<file path="config.mk">
export PLATFORM = sky130hd
export DESIGN_NAME = boreal_ledger_writer
export DESIGN_NICKNAME = d
export VERILOG_FILES = /design/src/rtl/boreal_ledger_writer_pkg.sv /design/src/rtl/boreal_evt_fifo.sv /design/src/rtl/boreal_ledger_writer.sv
export SDC_FILE = /design/constraint.sdc
export NUM_CORES = 1
export LEC_CHECK = 0
export ABC_AREA = 0
export BUFFER_PORTS_ARGS = -buffer_cell sky130_fd_sc_hd__buf_4
export CORE_MARGIN = 2
export CORE_UTILIZATION = 55
export CTS_BUF_LIST = sky130_fd_sc_hd__clkbuf_8
export DETAILED_ROUTE_END_ITERATION = 12
export PLACE_DENSITY_LB_ADDON = 0.08
export SLEW_MARGIN = 20
export SYNTH_ARGS = -nofsm -noshare
export SYNTH_HDL_FRONTEND = slang
export SYNTH_SLANG_ARGS = --single-unit
export TNS_END_PERCENT = 1
</file>
<file path="constraint.sdc">
create_clock -name clk -period 7.4 [get_ports clk]
set_input_delay 0.74 -clock clk [delete_from_list [all_inputs] [get_ports clk]]
set_output_delay 0.74 -clock clk [all_outputs]
set_load 0.01 [all_outputs]
</file>
<file path="src/rtl/boreal_ledger_writer_pkg.sv">
// boreal_ledger_writer_pkg: shared ledger word layout, FSM states and chain rotate helper
package boreal_ledger_writer_pkg;
    localparam int LEDGER_WORDS      = 8;
    localparam int LEDGER_SEQ_WIDX   = 7;
    localparam int LEDGER_CHAIN_WIDX = 6;
    localparam int LEDGER_ROT        = 5;
    typedef enum logic [1:0] {LW_IDLE, LW_LOAD, LW_WRITE, LW_COMMIT} lw_state_t;
    function automatic logic [31:0] rotl(input logic [31:0] x);
        return (x << LEDGER_ROT) | (x >> (32 - LEDGER_ROT));
    endfunction
endpackage

</file>
<file path="src/rtl/boreal_evt_fifo.sv">
// boreal_evt_fifo: sync event FIFO; full/empty from an occupancy counter, output read from storage registers
module boreal_evt_fifo #(
    parameter int WIDTH = 256,
    parameter int DEPTH = 4,
    localparam int AW = $clog2(DEPTH)
) (
    input  logic             clk,
    input  logic             rst_n,
    input  logic             clear,
    input  logic             push,
    input  logic             pop,
    input  logic [WIDTH-1:0] din,
    output logic [WIDTH-1:0] dout,
    output logic             full,
    output logic             empty
);
    logic [WIDTH-1:0] mem [DEPTH];
    logic [AW-1:0] wp, rp;
    logic [AW:0] cnt;
    logic do_push, do_pop;
    assign full    = cnt == (AW+1)'(DEPTH);
    assign empty   = cnt == '0;
    assign do_push = push && !full;
    assign do_pop  = pop && !empty;
    assign dout    = mem[rp];
    always_ff @(posedge clk or negedge rst_n) begin
        if (!rst_n) begin
            wp  <= '0;
            rp  <= '0;
            cnt <= '0;
        end else if (clear) begin
            wp  <= '0;
            rp  <= '0;
            cnt <= '0;
        end else begin
            if (do_push) wp <= wp + 1'b1;
            if (do_pop) rp <= rp + 1'b1;
            cnt <= cnt + (AW+1)'(do_push) - (AW+1)'(do_pop);
        end
    end
    always_ff @(posedge clk)
        if (do_push && !clear) mem[wp] <= din;
endmodule

</file>
<file path="src/rtl/boreal_ledger_writer.sv">
// boreal_ledger_writer: buffers ledger events and writes each as 8 stamped words into a circular RAM.
// Define BOREAL_LEDGER_CHAIN_EN to compute the running chain digest into word 6.
module boreal_ledger_writer
    import boreal_ledger_writer_pkg::*;
#(
    parameter int FIFO_DEPTH = 4,
    parameter int LEDGER_ENTRIES = 256,
    localparam int LW = $clog2(LEDGER_ENTRIES)
) (
    input  logic          clk,
    input  logic          rst_n,
    input  logic          clear,
    input  logic          led_wr,
    input  logic [255:0]  led_event,
    output logic          mem_we,
    output logic [LW+2:0] mem_addr,
    output logic [31:0]   mem_wdata,
    input  logic          mem_ready,
    output logic [LW-1:0] head_idx,
    output logic [31:0]   seq_out,
    output logic [31:0]   chain_out,
    output logic [31:0]   drop_ctr,
    output logic          overflow,
    output logic          busy
);
    lw_state_t state, state_nx;
    logic [255:0] fifo_dout;
    logic fifo_full, fifo_empty, push, drop;
    logic [31:0] wb [LEDGER_WORDS];
    logic [2:0] beat;
    assign push      = led_wr && !fifo_full && !clear;
    assign drop      = led_wr && fifo_full && !clear;
    assign busy      = !fifo_empty || state != LW_IDLE;
    assign mem_addr  = {head_idx, beat};
    assign mem_wdata = wb[beat];
    boreal_evt_fifo #(.WIDTH(256), .DEPTH(FIFO_DEPTH)) u_fifo (
        .clk   (clk),
        .rst_n (rst_n),
        .clear (clear),
        .push  (push),
        .pop   (state == LW_LOAD),
        .din   (led_event),
        .dout  (fifo_dout),
        .full  (fifo_full),
        .empty (fifo_empty)
    );
    always_ff @(posedge clk or negedge rst_n)
        if (!rst_n) state <= LW_IDLE;
        else state <= state_nx;
    // IDLE also looks at the incoming push so LOAD follows the strobe cycle directly.
    always_comb begin
        state_nx = clear ? LW_IDLE :
                   state == LW_IDLE  ? ((!fifo_empty || push) ? LW_LOAD : LW_IDLE) :
                   state == LW_LOAD  ? LW_WRITE :
                   state == LW_WRITE ? ((mem_ready && beat == 3'(LEDGER_WORDS - 1)) ? LW_COMMIT : LW_WRITE) :
                   LW_IDLE;
        mem_we = state == LW_WRITE;
    end
`ifdef BOREAL_LEDGER_CHAIN_EN
    logic [31:0] chain_nx;
    always_comb begin
        chain_nx = rotl(chain_out) ^ seq_out;
        for (int k = 0; k < LEDGER_CHAIN_WIDX; k++) chain_nx = chain_nx ^ fifo_dout[32*k +: 32];
    end
    always_ff @(posedge clk or negedge rst_n)
        if (!rst_n) chain_out <= '0;
        else if (clear) chain_out <= '0;
        else if (state == LW_COMMIT) chain_out <= wb[LEDGER_CHAIN_WIDX];
`else
    assign chain_out = '0;
`endif
    always_ff @(posedge clk or negedge rst_n) begin
        if (!rst_n) begin
            beat     <= '0;
            seq_out  <= '0;
            head_idx <= '0;
            drop_ctr <= '0;
            overflow <= 1'b0;
            for (int k = 0; k < LEDGER_WORDS; k++) wb[k] <= '0;
        end else if (clear) begin
            beat     <= '0;
            seq_out  <= '0;
            head_idx <= '0;
            drop_ctr <= '0;
            overflow <= 1'b0;
        end else begin
            if (drop) overflow <= 1'b1;
            if (drop && drop_ctr != '1) drop_ctr <= drop_ctr + 1'b1;
            if (state == LW_LOAD) begin
                for (int k = 0; k < LEDGER_WORDS; k++) wb[k] <= fifo_dout[32*k +: 32];
                wb[LEDGER_SEQ_WIDX] <= seq_out;
`ifdef BOREAL_LEDGER_CHAIN_EN
                wb[LEDGER_CHAIN_WIDX] <= chain_nx;
`endif
                beat <= '0;
            end
            if (state == LW_WRITE && mem_ready && beat != 3'(LEDGER_WORDS - 1)) beat <= beat + 1'b1;
            if (state == LW_COMMIT) begin
                seq_out  <= seq_out + 1'b1;
                head_idx <= head_idx + 1'b1;
            end
        end
    end
endmodule

</file>
== After elaboration in Yosys (flattened, before gate mapping) ==
Memory sizes are Yosys's and may differ from the RTL's. A register that Yosys moved wholly into a read port is not among the register bits.
Cells that the tools add are included.
Storage, ports and cells
  word-level logic and storage cells: 83
  bits in writable memories: 1024
  output and inout port bits: 150
  bits in registers: 117
  memories kept: 1
Memory list
  u_fifo.mem: depth 4, bits a word 256, read ports 1, clocked after Yosys merged registers in 1, wr ports 1, RTL line boreal_evt_fifo.sv:17  | logic [WIDTH-1:0] mem [DEPTH];
Operators by class
  eq/ne operators: 7
  magnitude comparators: 1
  add/sub/neg operators: 8
  reductions and logical operators: 27
  bitwise gates (word level): 2
  muxes and demuxes: 27
Operator list (number)
  $mux W32: 6
  $bmux W32 S3: 1
  $add A32 B1 Y32 const B: 2
  $ne A32 B32 Y1 const B: 1
  $mux W2: 8
  $mux W8: 2
  $mux W3: 4
  $reduce_bool A2 Y1: 6
  $logic_and A1 B1 Y1: 11
  $add A8 B1 Y8 const B: 1
  $eq A3 B3 Y1 const B: 2
  $mux W1: 6
  $add A2 B1 Y2 const B: 2
  $eq A2 B2 Y1 const B: 2
  $ge A4 B4 Y1 const B: 1
  $logic_not A1 Y1: 4
  $not A3 Y4: 1
  $add A3 B1 Y3: 1
  $add A3 B1 Y3 const B: 1
  $logic_not A3 Y1: 1
  $ne A3 B3 Y1 const B: 1
  $reduce_bool A3 Y1: 1
  $sub A3 B1 Y3: 1
  $eq A2 B1 Y1 const B: 1
  other kinds (4): 5

== Longest topological paths before layout ==
  depth after elaboration: 8
  mapped depth: 12
  gate-level depth less buffers: 12

== Cells and area by module ==
From an unflattened synthesis, not the netlist that was laid out.
Unflattened totals
  cell total of the unflattened synthesis: 2509
  area total of the unflattened synthesis: 53151.0 sq um
Modules (own cells, without submodules)
  boreal_evt_fifo: times used 1, area an instance 37439.7 sq um, sequential area each 30924.7 sq um, cells each 1386
  boreal_ledger_writer: times used 1, area an instance 15711.3 sq um, sequential area each 8358.0 sq um, cells each 1123

== Least setup slack after synthesis ==
OpenSTA, ideal clock, no wires.
  path type: in2reg
  from: in clear
  to: mem u_fifo.mem[0][0], enable pin
  buffers on the path: 1
  arrival: 6.259 ns
  cell stages on the path: 3
  path slack: 0.528 ns
  cells stage by stage: clkbuf_1 nor2_1 and2_1
Between the ends
  longest elaborated chain between the ends: 6
Ends and longest elaborated chain
  start, declared: RTL line boreal_ledger_writer.sv:12  | input logic clear,
  $logic_not A1 Y1 (*): RTL line boreal_evt_fifo.sv:42, boreal_ledger_writer.sv:31
  $logic_and A1 B1 Y1: RTL line boreal_ledger_writer.sv:31  | assign push = led_wr && !fifo_full && !clear;
  $logic_and A1 B1 Y1: RTL line boreal_evt_fifo.sv:23  | assign do_push = push && !full;
  $logic_and A1 B1 Y1 (*): RTL line boreal_evt_fifo.sv:42  | if (do_push && !clear) mem[wp] <= din;
  $mux W1 (*): RTL line boreal_evt_fifo.sv:42
  $mux W1 (not written as such) (*): RTL line boreal_evt_fifo.sv:42
  end, declared: RTL line boreal_evt_fifo.sv:17
Mark *: on every way between the ends. The rest lies on a longest branch, timed or not.

== Worst setup path in the final report ==
  from: reg beat[0]
  to: out mem_wdata[19]
Between the ends
  longest elaborated chain between the ends: 4
Ends and longest elaborated chain
  start, declared: RTL line boreal_ledger_writer.sv:30  | logic [2:0] beat;
  start signal, assigned: RTL line boreal_ledger_writer.sv:97  | if (state == LW_WRITE && mem_ready && beat != 3'(LEDGER_WORDS - 1)) beat <= beat + 1'b1;
  $not A3 Y4 (not written as such): RTL line boreal_ledger_writer.sv:35  | assign mem_wdata = wb[beat];
  $bmux W32 S3: RTL line boreal_ledger_writer.sv:35
  $mux W32 (not written as such) (2 in series): RTL line boreal_ledger_writer.sv:35
  end, declared: RTL line boreal_ledger_writer.sv:17  | output logic [31:0] mem_wdata,
Every way passes these cells. The select of a mux whose other input is x is not followed.

==> flow_summary.json <==
{
  "place_inst": 3737,
  "worst_clock_skew_ns": 0.0298,
  "nets": 3066,
  "min_path_cells": 1,
  "ys.flop_type": "edfxtp_1",
  "outcome": "finished, final reports clean",
  "fillers": 6048,
  "min_to": "u_fifo.mem[0][152]",
  "vias": 23600,
  "design_area_mm2": 0.0560,
  "swShare": 0.256,
  "top_usage_layer": "met2",
  "rsz0062_at_grt": "no",
  "setup_violations": 0,
  "ant_nets": 0,
  "start_kind": "register",
  "comb_power_share": 0.188,
  "place_hpwl_um": 60900,
  "period_needed_ns": 4.26,
  "cts_tree": "done",
  "die_area_mm2": 0.0900,
  "start_util": 0.556,
  "wl_um": 104000,
  "synthAdderAreaFrac": 0.00431,
  "antenna_found_initial": 28,
  "clkSlewWorstSetupHoldPaths_ns": 0.07,
  "gr-usage-met3": 0.0626,
  "synth.area.mux_share": 0.204,
  "cp_max_fo": 25,
  "netlist.area_leader.share": 0.558,
  "final_common_cell": "edfxtp_1",
  "timing.rr.end": "u_fifo.mem[1][75]",
  "dpl_cell_area_mm2": 0.0519,
  "slew_headroom": 0.267,
  "end_kind": "output pin",
  "final_cells": 4128,
  "synth_area_mm2": 0.0482,
  "fmax_mhz": 235,
  "p_int_mw": 13.3,
  "crit_type": "register to output pin",
  "worst-r2r-setup-slack_ns": 4.16,
  "mostFrequentLayoutCells": "896 x edfxtp_1, 365 x buf_4, 336 x dfrtp_1",
  "worstMarginPinSlew_ns": 1.10,
  "ios": 411,
  "multi_input_area_mm2": 0.0121,
  "cpMostUsedCell": "buf_4",
  "grt_use_met1": 0.304,
  "yosys-top-cells-area": "edfxtp_1 56%, dfrtp_1 18%, mux4_2 13%",
  "grt_pass1_wl_um": 156000,
  "p_total_mw": 17.9,
  "synth-edff-count": 896,
  "synth_compound_area_frac": 0.00742,
  "cts_setup_buffers": 0,
  "fin_crit_sh": 0.575,
  "first_pass_iters": 5,
  "area_delta_synth_final_pct": 16.2,
  "fp-row-count": 108,
  "die_h_um": 300,
  "die_width_um": 300,
  "worstSkewPairLatency_ns": 0.85,
  "ctsRootBufferMaster": "clkbuf_8",
  "reg2reg_depth": 6,
  "io_buffers": 346,
  "setup_tns_ns": 0,
  "detail_route.wl_per_cell_um": 25.2,
  "drc": 0,
  "cp.arrival_ns": 3.52,
  "syn-instance-count": 2332,
  "cts_num_sinks": 1237,
  "yosysSeqAreaShare": 0.735,
  "slew_viol_final": 0,
  "overflow": 0,
  "power_frac_seq": 0.499,
  "cts_buffers": 192,
  "p_sw_mw": 4.57,
  "grt_max_degree": 152,
  "grt_use_total": 0.236,
  "min_path_type": "primary input to register",
  "crit_path_max_incr_delay_ns": 0.85,
  "cap_violations": 0,
  "yosysWarnings": 0,
  "drt_iter0_markers": 1513,
  "place.gp.congestion": 0.799,
  "synth_cell_types": 46,
  "path_cells": "buf_4 -> mux4_2 -> mux2_2 -> buf_4",
  "synth_seq_cells": 1237,
  "cp_slowest_cell": "dfrtp_4",
  "vdd_drop_max_v": 0.000206,
  "powerDensity_mw_per_mm2": 320,
  "regArea_mm2": 0.0355,
  "crit_family": "multiplexers",
  "htree_levels": 4,
  "crit_required_ns": 6.66,
  "timing.rr.start": "u_fifo.cnt[1]",
  "avgSynthCellArea_um2": 20.7,
  "viasPerCell": 5.71,
  "grt_pass1_vias": 25100,
  "synth_top_cell_by_area": "edfxtp_1",
  "worst-path-buf-inv": 2,
  "synth-simple-area-share": 0.0247,
  "use_met2": 0.389,
  "cts.path.max_buffers": 3,
  "clkPwrFrac": 0.314,
  "layout-drive-gt1-share": 0.423,
  "synthXorXnorAreaFrac": 0.00745,
  "synth_top_family_by_area": "multiplexers",
  "core_mm2": 0.0868,
  "async_reset_ff_frac": 0.276,
  "holdCritStartpoint": "led_event[152]",
  "p_leak_nw": 20.0,
  "finalHoldViolations": 0
}
## logic make-up after synthesis
kind of cell             after synthesis
flip-flops                          1237
multiplexers                         585
AND/OR/NAND/NOR                      222
buffers and inverters                168
AO/OA/AOI/OAI                         62
XOR/XNOR                              41
adder cells (fa/ha/maj)               16
other                                  1
## metrics by stage
step | setup WS (ns) | utilization | hold WS (ns)
2_1_floorplan | 0.528 | - | 0.444
3_3_place_gp | 3.92 | 0.599 | 0.485
3_5_place_dp | 3.87 | 0.599 | 0.490
4_1_cts | 2.99 | 0.645 | 0.000110
5_1_grt | 2.97 | 0.645 | 0.0285
6_report | 3.14 | 0.646 | 0.0870
## routing by layer
| layer | routed length, um | up-vias | part of all wire |
|---|---|---|---|
| met5 | 209 | - | 0.0020 |
| met4 | 2470 | 32 | 0.024 |
| met3 | 6560 | 202 | 0.063 |
| met2 | 53500 | 652 | 0.51 |
| met1 | 41200 | 12400 | 0.40 |
| li1 | - | 10300 | - |
## synthesized netlist by cell type (2+ instances only)
library cell  instances
and2_1                7
and4_1                6
xnor2_1              10
edfxtp_1            896
nor3_2                3
and3_1                8
inv_1                14
nand3_1              24
nor4_1                4
o31ai_1               7
buf_4                40
mux2_2              293
nand2_1              28
mux2i_1               3
buf_1                16
nand2b_1              2
ha_1                 15
dfrtp_1             341
nor2_1               64
or3_1                19
nor3_1                5
mux4_2              288
o21ai_0              20
or2_2                 2
nor2b_1               9
or4_1                 5
or4_2                 3
xor2_1               31
or3_2                 2
a21oi_1              31
clkbuf_1             69
nand4_1              25
buf_2                29
## registers in the layout (all words and copies together) (netlist names)
register    cells
beat            3
drop_ctr       32
u_fifo.cnt      3
head_idx        8
u_fifo.rp       2
u_fifo.mem    896
wb            256
state           2
overflow        1
seq_out        32
u_fifo.wp       2
## worst register-to-register path, delay by kind of cell, from the launching register on
kind,cells,cell delay (ns)
and+or+nand+nor,5,1.42
buffers and inverters,1,0.90
DFF,1,0.45
## power groups by stage
stage | Combinational, mW | Clock (mW) | Sequential, mW
after global routing | 3.61 | 6.06 | 9.03
after detailed placement | 3.42 | 0 | 9.07
after global placement | 3.37 | 0 | 9.02
after floorplan | 2.43 | 0 | 8.89
final | 3.36 | 5.61 | 8.92
after CTS | 3.44 | 5.75 | 8.93
## worst max-delay path by stage
stage                       start                  to  slack [ns]  cells after the start
after global routing      beat[0]       mem_wdata[19]        2.97                      4
after global placement    beat[0]       mem_wdata[19]        3.92                      4
after floorplan             clear    u_fifo.mem[0][0]        0.53                      3
after CTS                 beat[0]       mem_wdata[19]        2.99                      4
final                     beat[0]       mem_wdata[19]        3.14                      4
after detailed placement    clear  u_fifo.mem[1][108]        3.87                      4
## layout make-up
class | instances | area share
Sequential cell | 1237 | 0.633
Inverter | 14 | 0.000938
Antenna cell | 13 | 0.000581
Tap cell | 1155 | 0.0258
Timing Repair Buffer | 386 | 0.0542
Clock inverter | 128 | 0.0113
Multi-Input combinational cell | 958 | 0.216
Clock buffer | 237 | 0.0582
## repair_timing
action	CTS	global route
resized for setup	0	0
endpoints found under the hold margin	122	0
hold buffers	12	0
Note: power is estimated with default switching activity, not from simulation.
